==> src/rtl/toy_bus_ddec_node_buf_pkg.sv <==
// Shared toy bus types: beat payload struct and default route table.
// Imported by the decoder node and its per-channel skid buffers.
package toy_bus_ddec_node_buf_pkg;

    localparam int TOY_BUS_DATA_W  = 256;
    localparam int TOY_BUS_SB_W    = 10;
    localparam int TOY_BUS_ID_W    = 4;
    localparam int TOY_BUS_MAX_OUT = 16;
    localparam int TOY_BUS_TBL_W   = 256;

    typedef struct packed {
        logic                      opcode;
        logic [TOY_BUS_DATA_W-1:0] data;
        logic [TOY_BUS_SB_W-1:0]   sideband;
        logic [TOY_BUS_ID_W-1:0]   src_id;
        logic [TOY_BUS_ID_W-1:0]   tgt_id;
    } toy_bus_pld_t;

    // Channel i serves tgt_id i.
    function automatic logic [TOY_BUS_TBL_W-1:0] toy_bus_route_dflt(
        input int n,
        input int w
    );
        logic [TOY_BUS_TBL_W-1:0] r;
        r = '0;
        for (int i = 0; i < n; i++) begin
            r = r | (TOY_BUS_TBL_W'(i) << (i * w));
        end
        return r;
    endfunction

    localparam logic [TOY_BUS_MAX_OUT*TOY_BUS_ID_W-1:0] TOY_BUS_ROUTE_DFLT =
        (TOY_BUS_MAX_OUT*TOY_BUS_ID_W)'(
            toy_bus_route_dflt(TOY_BUS_MAX_OUT, TOY_BUS_ID_W));

endpackage

==> src/rtl/toy_bus_ddec_node_buf_skid2.sv <==
// Two-entry valid/ready FIFO; head entry drives the outputs from flops.
// in_rdy depends only on occupancy, never on out_rdy.
module toy_bus_skid2 #(
    parameter int W = 8
) (
    input  logic         clk,
    input  logic         rst_n,
    input  logic         in_vld,
    output logic         in_rdy,
    input  logic [W-1:0] in_pld,
    output logic         out_vld,
    input  logic         out_rdy,
    output logic [W-1:0] out_pld
);

    logic [1:0]   cnt;
    logic [W-1:0] head;
    logic [W-1:0] tail;
    logic         push;
    logic         pop;

    assign in_rdy  = (cnt != 2'd2);
    assign out_vld = (cnt != 2'd0);
    assign out_pld = head;
    assign push    = in_vld & in_rdy;
    assign pop     = out_vld & out_rdy;

    always_ff @(posedge clk or negedge rst_n) begin
        if (!rst_n) begin
            cnt  <= 2'd0;
            head <= '0;
            tail <= '0;
        end else begin
            case (cnt)
                2'd0: begin
                    if (push) begin
                        head <= in_pld;
                        cnt  <= 2'd1;
                    end
                end
                2'd1: begin
                    case ({push, pop})
                        2'b11: head <= in_pld;
                        2'b10: begin
                            tail <= in_pld;
                            cnt  <= 2'd2;
                        end
                        2'b01: cnt <= 2'd0;
                        default: ;
                    endcase
                end
                2'd2: begin
                    if (pop) begin
                        head <= tail;
                        cnt  <= 2'd1;
                    end
                end
                default: cnt <= 2'd0;
            endcase
        end
    end

endmodule

==> src/rtl/toy_bus_ddec_node_buf.sv <==
// Toy bus decoder node: steers beats by tgt_id into per-channel skid
// buffers; unrouted beats are consumed and counted.
module toy_bus_ddec_node_buf
    import toy_bus_ddec_node_buf_pkg::*;
#(
    parameter int N_OUT  = 4,
    parameter int DATA_W = 256,
    parameter int SB_W   = 10,
    parameter int ID_W   = 4,
    parameter logic [N_OUT*ID_W-1:0] ROUTE_TBL =
        (N_OUT*ID_W)'(toy_bus_route_dflt(N_OUT, ID_W)),
    parameter int CNT_W  = 16
) (
    input  logic                    clk,
    input  logic                    rst_n,
    input  logic                    in_vld,
    output logic                    in_rdy,
    input  logic                    in_opcode,
    input  logic [DATA_W-1:0]       in_data,
    input  logic [SB_W-1:0]         in_sideband,
    input  logic [ID_W-1:0]         in_src_id,
    input  logic [ID_W-1:0]         in_tgt_id,
    output logic [N_OUT-1:0]        out_vld,
    input  logic [N_OUT-1:0]        out_rdy,
    output logic [N_OUT-1:0]        out_opcode,
    output logic [N_OUT*DATA_W-1:0] out_data,
    output logic [N_OUT*SB_W-1:0]   out_sideband,
    output logic [N_OUT*ID_W-1:0]   out_src_id,
    output logic [N_OUT*ID_W-1:0]   out_tgt_id,
    input  logic                    drop_clr,
    output logic [CNT_W-1:0]        drop_cnt,
    output logic                    drop_err
);

    localparam int PLD_W = 1 + DATA_W + SB_W + 2 * ID_W;

    logic [N_OUT-1:0] hit;
    logic [N_OUT-1:0] ch_rdy;
    logic             miss;
    logic             drop;
    logic [PLD_W-1:0] pld_in;

    assign pld_in = {in_opcode, in_data, in_sideband, in_src_id, in_tgt_id};
    assign miss   = ~|hit;
    assign in_rdy = miss | |(hit & ch_rdy);
    assign drop   = in_vld & miss;

    for (genvar i = 0; i < N_OUT; i++) begin : g_ch
        logic [PLD_W-1:0] pld_out;

        assign hit[i] = (in_tgt_id == ROUTE_TBL[i*ID_W +: ID_W]);

        toy_bus_skid2 #(
            .W (PLD_W)
        ) u_skid (
            .clk     (clk),
            .rst_n   (rst_n),
            .in_vld  (in_vld & hit[i]),
            .in_rdy  (ch_rdy[i]),
            .in_pld  (pld_in),
            .out_vld (out_vld[i]),
            .out_rdy (out_rdy[i]),
            .out_pld (pld_out)
        );

        assign {out_opcode[i],
                out_data[i*DATA_W +: DATA_W],
                out_sideband[i*SB_W +: SB_W],
                out_src_id[i*ID_W +: ID_W],
                out_tgt_id[i*ID_W +: ID_W]} = pld_out;
    end

    // A clear coinciding with a drop leaves exactly that drop recorded.
    always_ff @(posedge clk or negedge rst_n) begin
        if (!rst_n) begin
            drop_cnt <= '0;
            drop_err <= 1'b0;
        end else if (drop_clr) begin
            drop_cnt <= drop ? CNT_W'(1) : '0;
            drop_err <= drop;
        end else if (drop) begin
            if (drop_cnt != '1) begin
                drop_cnt <= drop_cnt + CNT_W'(1);
            end
            drop_err <= 1'b1;
        end
    end

endmodule

==> config.mk <==
export PLATFORM = sky130hd
export DESIGN_NAME = toy_bus_ddec_node_buf
export DESIGN_NICKNAME = d
export VERILOG_FILES = /design/src/rtl/toy_bus_ddec_node_buf_pkg.sv /design/src/rtl/toy_bus_ddec_node_buf_skid2.sv /design/src/rtl/toy_bus_ddec_node_buf.sv
export SDC_FILE = /design/constraint.sdc
export NUM_CORES = 2
export LEC_CHECK = 0
export ABC_AREA = 0
export ABC_CLOCK_PERIOD_IN_PS = 3200
export CORE_AREA = 4 4 544 546
export CTS_CLUSTER_SIZE = 8
export DETAILED_ROUTE_END_ITERATION = 10
export DIE_AREA = 0 0 548 550
export GPL_ROUTABILITY_DRIVEN = 0
export GPL_TIMING_DRIVEN = 0
export PLACE_DENSITY = 0.62
export SYNTH_ARGS = -nofsm -noshare
export SYNTH_HDL_FRONTEND = slang
export SYNTH_SLANG_ARGS = --single-unit
==> constraint.sdc <==
create_clock -name clk -period 3.2 [get_ports clk]
set_clock_uncertainty 0.1 [all_clocks]
set_input_delay 0.64 -clock clk [delete_from_list [all_inputs] [get_ports clk]]
set_output_delay 0.64 -clock clk [all_outputs]
set_load 0.02 [all_outputs]
Word level (Yosys, flattened, before mapping)
Cells that the tools add are included.

operators by class
  add/sub/neg operators = 1
  multipliers = 0
  divide/modulo/power cells = 0
  order comparisons = 0
  equality and inequality tests = 44
  shift operators = 0
  muxes and demuxes = 38
  bitwise logic cells = 15
  reductions and logical operators = 31

operators with widths
  kind                                                                     count
  275-bit two-way mux                                                      12
  275-bit one-hot mux with 3 select lines                                  4
  16-bit two-way mux                                                       3
  2-bit equality test, second input constant                               12
  2-bit one-hot mux with 3 select lines                                    4
  16-bit by 1-bit adder with 16-bit output, second input constant          1
  2-bit by 1-bit equality test with 1-bit output, second input constant    8
  2-bit two-way mux                                                        8
  16-bit inequality test, second input constant                            1
  2-bit by 1-bit inequality test with 1-bit output, second input constant  8
  2-bit inequality test, second input constant                             8
  2-bit one-hot mux with 2 select lines                                    4
  4-bit AND reduction                                                      4
  1-bit AND                                                                13
  3-bit by 2-bit inequality test with 1-bit output, second input constant  4
  3-bit AND reduction                                                      4
  2-bit nonzero test                                                       6
  3-bit nonzero test                                                       4
  2-bit AND reduction                                                      5
  4-bit by 2-bit equality test with 1-bit output, second input constant    2
  2-bit logical NOT                                                        4
  4-bit OR reduction                                                       2
  4-bit AND                                                                1
  4-bit by 1-bit equality test with 1-bit output, second input constant    1
  4 further kinds                                                          6

storage, ports and cells
  bits in registers = 2225
  latch bits = 0
  bits in writable memories = 0
  memory bits (read-only) = 0
  bits of input ports = 283
  output and inout port bits = 1122
  word-level logic and storage cells = 143
  memories = 0

Logic depth before layout (Yosys ltp)
  word-level depth = 6
  gate-level depth with buffers = 8
  gate-level depth less buffers = 5

Modules after synthesis
Synthesis repeated with hierarchy kept, for this count alone.

unflattened totals
  cells, all modules = 6045
  area total of the unflattened synthesis = 103321.6 µm²

by module, submodules not included
  module                 times used  cells each  area each (µm²)  seq. area each (µm²)
  toy_bus_skid2          4           1483        25567.0          13813.2
  toy_bus_ddec_node_buf  1           113         1053.5           425.4

Least setup slack after synthesis
OpenSTA, ideal clock, no wires.

  path kind = in2reg
  start = input port in_tgt_id[3]
  end = register g_ch[1].u_skid.head[26]
  library setup time = 0.122 ns
  arrival time = 2.255 ns
  required time = 2.978 ns
  slack = 0.723 ns
  stages on the path = 8
  buffers on the path = 4
  cells stage by stage = or4b_1 > buf_2 > or3_1 > buf_2 > buf_6 > buf_6 > o22ai_2 > nor2_1

on the way
  longest elaborated chain between the ends = 6
  elaborated cells on any way between the ends = 7
  those cells by class = eq/ne: 4; bitwise: 2; reduce/logical: 1

ends and longest elaborated chain
  item                                              RTL line                           RTL
  from (decl)                                       toy_bus_ddec_node_buf.sv:22        input logic [ID_W-1:0] in_tgt_id,
  4-bit by 1-bit equality test with 1-bit output *  toy_bus_ddec_node_buf.sv:51        assign hit[i] = (in_tgt_id == ROUTE_TBL[i*ID_W +: ID_W]);
  1-bit AND *                                       toy_bus_ddec_node_buf.sv:58        .in_vld (in_vld & hit[i]),
  1-bit AND *                                       toy_bus_ddec_node_buf_skid2.sv:25  assign push = in_vld & in_rdy;
  2-bit equality test                               toy_bus_ddec_node_buf_skid2.sv:42  case ({push, pop})
  2-bit inequality test (no source line)            -
  4-bit AND reduction (no source line) *            -
  to (signal assigned)                              toy_bus_ddec_node_buf_skid2.sv:37  head <= in_pld;
  to (signal assigned)                              toy_bus_ddec_node_buf_skid2.sv:43  2'b11: head <= in_pld;
  to (signal assigned)                              toy_bus_ddec_node_buf_skid2.sv:54  head <= tail;
  to (decl)                                         toy_bus_ddec_node_buf_skid2.sv:17  logic [W-1:0] head;

Mark *: on every way between the ends. The rest lies on a longest branch, timed or not.
A chain may end at the register's enable or synchronous reset.

Worst setup path after layout
  start = input port in_tgt_id[1]
  end = register g_ch[2].u_skid.head[150]

on the way
  longest elaborated chain between the ends = 6
  elaborated cells on any way between the ends = 7
  those cells by class = eq/ne: 4; bitwise: 2; reduce/logical: 1

ends and longest elaborated chain
  item                                              RTL line
  4-bit by 2-bit equality test with 1-bit output *  toy_bus_ddec_node_buf.sv:51
  1-bit AND *                                       toy_bus_ddec_node_buf.sv:58
  1-bit AND *                                       toy_bus_ddec_node_buf_skid2.sv:25
  2-bit equality test                               toy_bus_ddec_node_buf_skid2.sv:42
  2-bit inequality test (no source line)            -
  4-bit AND reduction (no source line) *            -
  to (signal assigned)                              toy_bus_ddec_node_buf_skid2.sv:37
  to (signal assigned)                              toy_bus_ddec_node_buf_skid2.sv:43
  to (signal assigned)                              toy_bus_ddec_node_buf_skid2.sv:54
  to (decl)                                         toy_bus_ddec_node_buf_skid2.sv:17

Marks and branches as above.

==> qor.txt <==
Max VDD drop - 0.000470 V
Vias - 72100
Final instance area - 119000 um^2
First-pass GRT wire length - 555 mm
CTS Buf Count - 319
Port Buffer Count - 1403
Worst Path Arrival - 3800 ps
Syn Inst Count - 7660
H-tree lvl count - 5
HPWL after DPL - 307 mm
Final worst-path cycle share - 0.984
Main flop type after synthesis - dfrtp_1
Post-synthesis cell type count - 52
Clk buf depth - 4
Syn_nets - 7944
Startpoint Class - input pin
Total gr overflow - 0
Final Hold Viols - 107
Synthesized area - 90100 um^2
Clock latency on the worst-skew pair - 890 ps
Post-DR wirelength/cell - 29.9 um
Row count - 198
Drt first pass iters - 6
Die Area - 301000 um^2
1st-iter DRT viols - 6106
Most frequent cell after synthesis - dfrtp_1
Root Driver - clkbuf_16
Initial Util - 0.310
Initial antenna violation count - 74
R2r setup slk - 80 ps
PD cells - 737 nW/um^2
Endpoint class of the critical path - register
Reg-to-reg endpoint - g_ch[1].u_skid.out_pld[73]$_DFFE_PN0P_
Worst R2R Path Depth - 6
Fin Hold WS - -350 ps
Post-synth EDFFs - 0
Vias in the first global route - 72800
Post-synth top area share - 0.618
Rel. slew slack - 0.124
Slew @ Worst Pin - 1310 ps
Pleak - 53.7 nW
Area contributors post-synth - dfrtp_1 62%, mux2_2 13%, o22ai_1 4.7%, nor2_1 4.6%, nor3_1 3.0%
Fraction of registers with async set/reset - 1.00
Status - finished with violations
Largest net degree at the start of global routing - 174
Share of cells above drive strength 1 - 0.200
Post-Route WL - 400 mm
CTS tree - built
Peak Freq - 0.317 GHz
Nets@finish - 9699
Avg Inst Size Synth - 11.8 um^2
Crit Path Max Fanout - 10
Slew Viols, Final - 0
Seq/Total Area, Yosys - 0.618
Yosys reg bits - 2225
Final setup viols - 0
Avg Vias per Cell - 5.39
I/O pin cnt - 1405
Die Height - 550 um
GRT Util Overall - 0.256
DRT antenna net count - 0
Placed cell area - 110000 um^2
Area Overhead vs Synth - 31.8%
Core Area - 291000 um^2
Failing checks - negative hold slack
Tmin final - 3150 ps
Crit Path Category - in2reg
Num Clock Sinks - 2225
Die X-Extent - 548 um
Critical path required time - 3850 ps
DRC errors left - 0
Clock-pin slew of the registers on the worst-case setup and hold paths - 50 ps
RSZ-0062 raised after global routing - yes
Ys Warns - 0
Largest area contributor in the netlist - dfrtp_1
Max Cap Viol - 0
Min-delay worst type - in2async
Synth cell count leaders - 2225 x dfrtp_1, 1111 x nor2_1, 1028 x mux2_2
Reg-to-reg startpoint - g_ch[1].u_skid.cnt[1]$_DFFE_PN0P_
==> worst max-delay path by stage <==
stage | startpoint | endpoint | slack [ps] | cells past startpoint
2_1_floorplan | in_tgt_id[3] | g_ch[1].u_skid.out_pld[26]$_DFFE_PN0P_ | 720 | 8
3_3_place_gp | rst_n | drop_cnt[7]$_DFFE_PN0P_ | -98050 | 1
3_5_place_dp | in_tgt_id[2] | g_ch[2].u_skid.tail[272]$_DFFE_PN0P_ | -2260 | 9
4_1_cts | rst_n | g_ch[2].u_skid.out_pld[14]$_DFFE_PN0P_ | -20 | 5
5_1_grt | g_ch[3].u_skid.cnt[1]$_DFFE_PN0P_ | in_rdy | -2 | 4
6_report | in_tgt_id[1] | g_ch[2].u_skid.out_pld[150]$_DFFE_PN0P_ | 50 | 9
==> worst max-delay path, cell delays in order <==
cell and delay (ps):
clkdlybuf4s50_1 660, nand4bb_1 130, buf_1 280, or4_1 550, clkbuf_2 330, buf_16 260, buf_1 390, o22ai_2 450
nor2_1 100
==> cell usage in the layout, fill, tap and decap left out, types with 7 or more instances in the layout <==
master / instances
a21oi_1: 285
a31oi_1: 274
and2_1: 12
buf_1: 60
buf_12: 7
buf_16: 19
buf_2: 160
buf_4: 21
buf_6: 75
clkbuf_1: 263
clkbuf_16: 323
clkbuf_2: 36
clkbuf_4: 11
clkdlybuf4s50_1: 1394
dfrtp_1: 2224
diode_2: 30
inv_1: 8
mux2_1: 66
mux2_2: 1028
nand2_1: 565
nor2_1: 1110
nor2b_1: 17
nor3_1: 548
o21ai_0: 9
o221a_2: 7
o22ai_1: 670
o22ai_2: 145
==> flip-flops by register name (all words and copies together), names as in the netlist <==
register             count
g_ch.u_skid.cnt          8
drop_err                 1
g_ch.u_skid.tail      1100
g_ch.u_skid.out_pld   1100
drop_cnt                16
==> layout make-up <==
class                   count  area (um^2)
flip-flops and latches   2225        55700
diodes                     30         75.1
well taps                3900         4880
fillers                 27300       172000
repair buffers           1437        14900
plain buffers             614         3240
clock buffers             330         8050
multi-input cells        4810        31400
clock inverters            29          526
inverters                   8         30.0
==> metrics by stage <==
stage | setup TNS (ps) | std cells | total power, mW | util | worst slack (ps)
6_report | 0 | 13400 | 87.5 | 0.409 | 50.4
5_1_grt | -1.93 | 13400 | 90.6 | 0.409 | -1.93
4_1_cts | -467 | 13400 | 88.1 | 0.408 | -23.0
3_5_place_dp | -3722060 | 13000 | 57.3 | 0.378 | -2260
3_3_place_gp | - | 13000 | 56.9 | 0.375 | -98050
2_1_floorplan | 0 | 7660 | 43.5 | - | 723
==> kinds of logic after synthesis <==
| family | count (synthesis) | share of synthesized area |
|---|---|---|
| simple gates | 2299 | 0.106 |
| flops | 2225 | 0.618 |
| compound gates | 1411 | 0.104 |
| mux | 1097 | 0.137 |
| buf+inv | 625 | 0.0347 |
| xor+xnor | 2 | 0.000194 |
| fa+ha+maj | 1 | 0.000139 |
==> where the power goes <==
group	switching (mW)	total (mW)	internal [mW]
sequential	3.15	35.5	32.3
combinational	12.6	21.5	8.96
clock	12.6	30.5	18.0
==> layer usage <==
metal / share of wire / track usage / vias up
li1: - / - / 30700
met1: 0.39 / 0.317 / 37200
met2: 0.45 / 0.398 / 3361
met3: 0.10 / 0.0867 / 787
met4: 0.060 / 0.132 / 18
met5: 0.00035 / 0 / -
==> repair_timing <==
item	CTS	global route
gates cloned	3	3
buffers inserted	2	0
setup endpoints to repair	2070	335
endpoints found under the hold margin	107	107
resized for setup	75	30
pin swaps	1	0
No activity file was read; power rests on OpenSTA's default activity.
==> patch: new RTL, same settings <==
Register the output `drop_cnt` once more; this adds one clock of latency there. The other outputs are not delayed to match.
--- a/src/rtl/toy_bus_ddec_node_buf.sv
+++ b/src/rtl/toy_bus_ddec_node_buf.sv
@@ -33,6 +33,8 @@
 );
 
     localparam int PLD_W = 1 + DATA_W + SB_W + 2 * ID_W;
+
+    logic [CNT_W-1:0] drop_cnt_s0;
 
     logic [N_OUT-1:0] hit;
     logic [N_OUT-1:0] ch_rdy;
@@ -73,18 +75,22 @@
     // A clear coinciding with a drop leaves exactly that drop recorded.
     always_ff @(posedge clk or negedge rst_n) begin
         if (!rst_n) begin
-            drop_cnt <= '0;
+            drop_cnt_s0 <= '0;
             drop_err <= 1'b0;
         end else if (drop_clr) begin
-            drop_cnt <= drop ? CNT_W'(1) : '0;
+            drop_cnt_s0 <= drop ? CNT_W'(1) : '0;
             drop_err <= drop;
         end else if (drop) begin
-            if (drop_cnt != '1) begin
-                drop_cnt <= drop_cnt + CNT_W'(1);
+            if (drop_cnt_s0 != '1) begin
+                drop_cnt_s0 <= drop_cnt_s0 + CNT_W'(1);
             end
             drop_err <= 1'b1;
         end
     end
 
+    always_ff @(posedge clk) begin
+        drop_cnt <= drop_cnt_s0;
+    end
+
 endmodule
 
Check against the original RTL: not settled (the Yosys comparison gave no result); the edit may change what the design does.
==> patch against the unedited design <==
  * Wire length shrank 8.1%
  * Fmax down 0.98%
  * Cell area down 0.83%
  * Synthesized area shrank 1.6%
  * Total power shrank 0.68%
  * Sequential cell count grew 16
  * Sequential share of layout area up 0.66 points
  * Worst setup slack worse by 0.031 ns
==> patch: results (changes against the unedited design) <==
Detailed Routing Iterations Pass 1: 5 (was 6)
Worst R2R Setup Slack: 0.02 ns (was 0.08 ns)
Metal-1 WL: 144 mm (was 156 mm)
CP arrival: 3.79 ns (was 3.80 ns)
1st-iter DRT viols: 5079 (was 6106)
GRT Util Overall: 0.235 (was 0.256)
met3 WL: 37.7 mm (was 40.7 mm)
Commonest cells post-synth: dfrtp_1, nor2_1, mux2_2 (unchanged)
post-synthesis mux area share: 0.138 (was 0.137)
Min-Delay Path Class: primary input to register (was primary input to async pin)
total wire length: 367 mm (was 400 mm)
register area share after synthesis: 0.631 (was 0.618)
RR Endpoint: g_ch[0].u_skid.out_pld[22] (was g_ch[1].u_skid.out_pld[73])
vias in the first global route: 70500 (was 72800)
Layout Nets: 9147 (was 9699)
vias per cell: 5.36 (was 5.39)
Synth async-reset ratio: 0.993 (was 1.00)
Post-Syn Instances: 7087 (was 7660)
fraction of the mapped netlist area in compound gates: 0.143 (was 0.104)
final hold slack: 0.280 ns (was -0.350 ns)
placed inst area: 108000 um^2 (was 110000 um^2)
adder-cell area share of the yosys netlist: 0.000141 (was 0.000139)
Inst Count DP: 12400 (was 13000)
Place WS: -2.87 ns (was -2.26 ns)
Syn Nets: 7371 (was 7944)
status: finished clean (was complete, but fails checks)
# port buffers: 1402 (was 1403)
layout cells sized above 1: 0.164 (was 0.200)
patch: cell count changes in the layout (fill, tap and decap cells not counted), moves of 145 or more:
| cell | delta |
|---|---|
| nand2_1 | -546 |
| nor2_1 | -285 |
| o22a_1 | +274 |
| a21oi_1 | +273 |
| a31oi_1 | -273 |
| nor3_1 | -273 |
| o21a_1 | +272 |
| mux2_2 | -208 |
| mux2_1 | +199 |
| o22ai_2 | -145 |
patch: cell families (layout without fill, tap and decap cells):
kind of cell / after synthesis / in the layout
xor gates and xnor gates: 4 / 4
buffers and inverters: 592 / 2418
muxes: 1086 / 1086
adders and majority gates: 1 / 1
AOI/OAI and AO/OA: 1967 / 1967
other: 0 / 24
and+or+nand+nor: 1196 / 1196
DFF: 2241 / 2241
patch: report_power, final:
| part | leakage (nW) | switching (mW) | total [mW] | internal (mW) |
|---|---|---|---|---|
| Combinational | 20.0 | 11.8 | 20.9 | 9.08 |
| Clock | 4.23 | 12.6 | 30.6 | 18.0 |
| Sequential | 28.2 | 2.96 | 35.4 | 32.4 |
patch: timing repair:
action | 4_1_cts | 5_1_grt
hold buffers | 17 | 0
cloned | 9 | 2
setup endpoints to repair | 1485 | 404
resized for setup | 32 | 28
endpoints found under the hold margin | 213 | 0
setup buffers | 6 | 0
pin swaps | 1 | 0
patch: worst max path at each step:
stage,end,slack [ns],cells after the start
floorplan,in_rdy,0.73,5
global placement,g_ch[0].u_skid.tail[53],-97.55,1
detailed placement,g_ch[0].u_skid.out_pld[54],-2.87,8
CTS,g_ch[1].u_skid.out_pld[175],0.004,7
global route,g_ch[1].u_skid.out_pld[244],0.002,7
finish,g_ch[0].u_skid.out_pld[22],0.02,6
patch: through the flow:
step | power (mW) | utilization
6_report | 86.9 | 0.405
5_1_grt | 90.1 | 0.405
4_1_cts | 87.6 | 0.405
3_5_place_dp | 56.6 | 0.372
3_3_place_gp | 56.2 | 0.370
2_1_floorplan | 43.4 | -
patch: area by class of cell:
type	instances	area (um^2)
fill	27100	173000
sequential	2241	56000
multi-input combinational	4254	30100
timing repair buffer	1456	15300
clock buffer	347	8200
tap	3900	4880
buffer	580	2720
clock inverter	24	475
antenna	24	60.1
inverter	11	41.3
patch: layer usage:
metal  global-route usage  up-vias
met5                    0        -
met4                0.100       12
met3               0.0861      572
met2                0.374     2885
met1                0.288    35900
li1                     -    29400
patch: critical path, cell delays in order, from the launching register on:
cell	delay, ns
dfrtp_1	0.40
nor2b_1	0.30
nand3b_1	0.19
buf_4	0.17
clkbuf_1	1.04
clkbuf_1	0.63
a21oi_1	0.17
